<file path="config.mk">
export PLATFORM = sky130hd
export DESIGN_NAME = veh_sensor_cond
export DESIGN_NICKNAME = d
export VERILOG_FILES = /design/src/rtl/veh_sensor_cond.sv
export SDC_FILE = /design/constraint.sdc
export NUM_CORES = 1
export LEC_CHECK = 0
export CAP_MARGIN = 20
export CORE_MARGIN = 4
export CORE_UTILIZATION = 27
export CTS_BUF_LIST = sky130_fd_sc_hd__clkbuf_4 sky130_fd_sc_hd__clkbuf_8
export DETAILED_ROUTE_END_ITERATION = 10
export PLACE_DENSITY = 0.43
export SLEW_MARGIN = 20
export SYNTH_ARGS = -nofsm -noshare
export SYNTH_HDL_FRONTEND = slang
export SYNTH_SLANG_ARGS = --single-unit
</file>
<file path="constraint.sdc">
create_clock -name clk -period 2.6 [get_ports clk]
set_clock_uncertainty 0.1 [all_clocks]
set_input_delay 0.39 -clock clk [delete_from_list [all_inputs] [get_ports clk]]
set_output_delay 0.39 -clock clk [all_outputs]
set_load 0.02 [all_outputs]
</file>
<file path="src/rtl/veh_sensor_cond.sv">
// veh_sensor_cond: synchronise, debounce and latch vehicle-loop arrivals into a request for the light controller
// Ports:
//   clk       in  system clock
//   rst       in  active-low asynchronous reset
//   sen_raw   in  raw loop-detector input, asynchronous, may bounce
//   dn_idle   in  1 = controller in its initial state, able to accept a request
//   sen       out request to controller, 1 = vehicle waiting (decoded from state register)
//   sen_level out debounced sensor level
//   evt_cnt   out saturating count of debounced rising edges
// Optional feature: define SEN_EVT_CNT_EN to build the event counter; otherwise evt_cnt is tied to 0.
module veh_sensor_cond #(
  parameter int DEB_CYCLES = 2500000,
  parameter int DEB_W      = 22,
  parameter int CNT_W      = 8
) (
  input  logic             clk,
  input  logic             rst,
  input  logic             sen_raw,
  input  logic             dn_idle,
  output logic             sen,
  output logic             sen_level,
  output logic [CNT_W-1:0] evt_cnt
);
  typedef enum logic [1:0] {IDLE = 2'b00, PEND = 2'b01, SERVE = 2'b10} st_e;
  localparam logic [DEB_W-1:0] DEB_MAX = DEB_W'(DEB_CYCLES - 1);
  st_e              st_q, st_d;
  logic             s0_q, sync_q, lvl_q, lvl_d, lvl_dly_q, dni_q, pend_q, pend_d;
  logic [DEB_W-1:0] deb_q, deb_d;
  logic             rise, accept;
  assign rise      = lvl_q & ~lvl_dly_q;
  assign accept    = dni_q & ~dn_idle;
  assign sen       = (st_q == PEND);
  assign sen_level = lvl_q;
  // Counter runs only while the synchronised input disagrees with the level; any agreement restarts it.
  always_comb begin
    lvl_d = lvl_q;
    deb_d = '0;
    if (sync_q != lvl_q) begin
      if (deb_q == DEB_MAX) lvl_d = sync_q;
      else deb_d = deb_q + 1'b1;
    end
  end
  // pend_flag only matters while serving; it remembers an arrival seen during the controller's cycle.
  always_comb begin
    st_d   = st_q;
    pend_d = 1'b0;
    case (st_q)
      IDLE:  st_d = rise ? PEND : IDLE;
      PEND:  st_d = accept ? SERVE : PEND;
      SERVE: begin
        pend_d = (pend_q | rise) & ~dn_idle;
        st_d   = dn_idle ? ((pend_q | rise) ? PEND : IDLE) : SERVE;
      end
      default: st_d = IDLE;
    endcase
  end
  always_ff @(posedge clk or negedge rst) begin
    if (!rst) begin
      s0_q      <= 1'b0;
      sync_q    <= 1'b0;
      lvl_q     <= 1'b0;
      lvl_dly_q <= 1'b0;
      deb_q     <= '0;
      dni_q     <= 1'b1;
      pend_q    <= 1'b0;
      st_q      <= IDLE;
    end else begin
      s0_q      <= sen_raw;
      sync_q    <= s0_q;
      lvl_q     <= lvl_d;
      lvl_dly_q <= lvl_q;
      deb_q     <= deb_d;
      dni_q     <= dn_idle;
      pend_q    <= pend_d;
      st_q      <= st_d;
    end
  end
`ifdef SEN_EVT_CNT_EN
  logic [CNT_W-1:0] cnt_q, cnt_d;
  assign cnt_d   = (rise && !(&cnt_q)) ? cnt_q + 1'b1 : cnt_q;
  assign evt_cnt = cnt_q;
  always_ff @(posedge clk or negedge rst) begin
    if (!rst) cnt_q <= '0;
    else cnt_q <= cnt_d;
  end
`else
  assign evt_cnt = '0;
`endif
endmodule

</file>
==> results.yml <==
global_route:
  grt_max_degree: 31
  grt_pass1_wl_mm: 4.89
  gr-usage-all-layers: 0.0950
  grt_overflow_total: 0
  grt_pass1_vias: 1050
  antenna_found_initial: 0
status:
  status: "complete, no violations"
flow_run:
  max-cap-violations: 0
sta:
  setup_violations: 0
  period_needed_ps: 2050
  fmax_ghz: 0.488
  setup-tns-final_ps: 0
  rsz0062_at_grt: "no"
  post-route-period-util: 0.789
  slew_violations: 0
  timing.final.hold_violations: 0
logic_synthesis:
  synthCells: 152
  synth.distinct_cells: 34
  yosys_register_bits: 30
  synth-edff-count: 0
  syn-cell-area_um2: 1510
  synthFlopType: "dfrtp_1"
  synthArstFlopShare: 1.00
  yosysSeqAreaShare: 0.499
  syn_avg_cell_area_um2: 9.91
  yosys_warnings: 0
drt:
  avgRoutedWirePerCell_um: 12.1
  remaining_drc_errors: 0
  drtIter0Drc: 66
  vias_per_cell: 4.74
  via_count: 1100
  routed_wl_mm: 2.80
  drtPass1Iterations: 4
  ant_nets: 0
cts:
  cts_tree: "built"
  insertion_delay_ps: 280
  numCtsBuffers: 5
  cts_max_level: 2
  path_clk_slew_ps: 60
  cts_sinks: 30
  post_cts_buffers: 0
  cts_resized: 0
  cts_root_buf: "clkbuf_8"
  hold_buffers: 0
  clock_path_buffers: 2
final_layout:
  fin_nets: 167
  diodes: 0
  drive_gt1_frac: 0.0988
  seqCellArea_um2: 752
  multiInputGateArea_um2: 689
  final_util: 0.323
  fill_cells: 549
  area_growth_pct: 13.1
die:
  ios: 14
  die_x_um: 82.7
  fp-row-count: 26
  fp.dieH_um: 82.7
  die-area_um2: 6840
  initial_core_util: 0.286
  core_um2: 5270
critical_path:
  critPathRequiredTime_ps: 2710
  arrival_ps: 2160
  crit_path_max_fanout: 6
  endpoint_kind: "register"
  critical_path_class: "reg2reg"
  startpoint_type: "register"
power_and_ir_drop:
  power_density_nw_per_um2: 547
  irDropWorstVdd_uv: 212
  leakage_nw: 0.692
  report.power.total_uw: 933
min_path:
  hold_class: "reg2reg"
placement:
  gp_congestion: 0.796
  port_buffers: 5
  post-dp-hpwl_mm: 2.09
cells in the final DEF (no fill, tap or decap):
master and instances:
or3_1 4, or3b_2 1, buf_4 2, mux2_2 1
dfstp_2 1, or4_1 4, o21ai_0 3, or4_4 1
a21o_1 2, xor2_1 8, and3_1 2, conb_1 8
a21oi_1 7, nand4_1 11, xnor2_1 7, dfrtp_1 29
nor2_1 20, clkdlybuf4s50_1 5, nand3_1 2, and4_1 1
o21a_1 1, nor4b_1 1, and2_1 1, clkbuf_4 1
inv_1 4, nor3_1 3, o21ba_2 1, nand3_4 1
clkinv_2 1, ha_1 2, nor4_1 4, o31ai_1 2
nor2b_1 2, a221oi_1 2, clkbuf_8 6, nand2_1 11
cell usage after synthesis, types with 3 or more instances:
| library cell | instances | area, um^2 |
|---|---|---|
| o21ai_0 | 3 | 15.0 |
| xor2_1 | 8 | 70.1 |
| nor3_1 | 3 | 15.0 |
| inv_1 | 4 | 15.0 |
| xnor2_1 | 7 | 61.3 |
| or4_1 | 4 | 30.0 |
| a21oi_1 | 7 | 35.0 |
| nand4_1 | 11 | 68.8 |
| dfrtp_1 | 29 | 726 |
| or3_1 | 4 | 25.0 |
| nand2_1 | 11 | 41.3 |
| nor2_1 | 20 | 75.1 |
| buf_4 | 8 | 60.1 |
| clkbuf_1 | 3 | 11.3 |
| nor4_1 | 4 | 25.0 |
metal layers:
layer	vias up	GRT usage	share of wire
met5	-	0	0
met4	0	0.0392	0.017
met3	5	0.0293	0.040
met2	16	0.155	0.48
met1	539	0.116	0.46
li1	540	-	-
registers in the layout, indices dropped and copies added, names as in the netlist:
register,flops
st_q,2
s0_q,1
dni_q,1
lvl_dly_q,1
deb_q,22
pend_q,1
sync_q,1
sen_level,1
worst max-delay path: stages, from the launching register on:
cell and delay, ps:
dfrtp_1 420, ha_1 210, nand4_1 160, or3_1 460, or4_1 480, a21oi_1 140
final timing paths:
check | depth (start not counted) | slack (ps) | startpoint | endpoint
worst max-delay path | 5 | 550 | deb_q[0] | deb_q[18]
worst min-delay path | 0 | 250 | s0_q | sync_q
worst max register to register | 5 | 550 | deb_q[0] | deb_q[18]
worst min register to register | 0 | 250 | s0_q | sync_q
max in group asynchronous | 2 | 1680 | rst | dni_q
min in group asynchronous | 2 | 410 | rst | deb_q[19]
layout make-up:
cell class | count | share of cell area
tap | 70 | 0.0514
inverter | 4 | 0.00881
timing repair buffer | 7 | 0.0382
sequential | 30 | 0.441
clock buffer | 7 | 0.0529
multi-input combinational | 113 | 0.405
clock inverter | 1 | 0.00294
metrics by stage:
| stage | setup WS [ps] | cells | cell area, um^2 | hold WS, ps |
|---|---|---|---|---|
| after global routing | 396 | 232 | 1700 | 269 |
| after CTS | 533 | 232 | 1700 | 257 |
| after global placement | 580 | 224 | 1610 | 234 |
| after detailed placement | 546 | 224 | 1610 | 243 |
| after floorplan | 718 | 159 | 1530 | -5.59 |
| final | 549 | 232 | 1700 | 253 |
report_power, final:
part | internal (mW) | total [mW] | leakage (nW) | switching [mW]
logic | 0.0197 | 0.0570 | 0.232 | 0.0373
clock network | 0.223 | 0.388 | 0.0517 | 0.165
registers | 0.477 | 0.487 | 0.408 | 0.0108
total | 0.720 | 0.933 | 0.692 | 0.213
logic make-up (layout without fill, tap and decap cells):
logic type               Yosys count  after routing  share of synthesized area
AO/OA/AOI/OAI                     18             18                     0.0764
XOR/XNOR                          15             15                     0.0872
adder cells (fa/ha/maj)            2              2                     0.0166
buffers and inverters             16             19                     0.0606
flip-flops                        30             30                      0.499
multiplexers                       1              1                    0.00747
other                              1              8                    0.00249
AND/OR/NAND/NOR                   69             69                      0.250
Power figures use the tool's default switching activity.
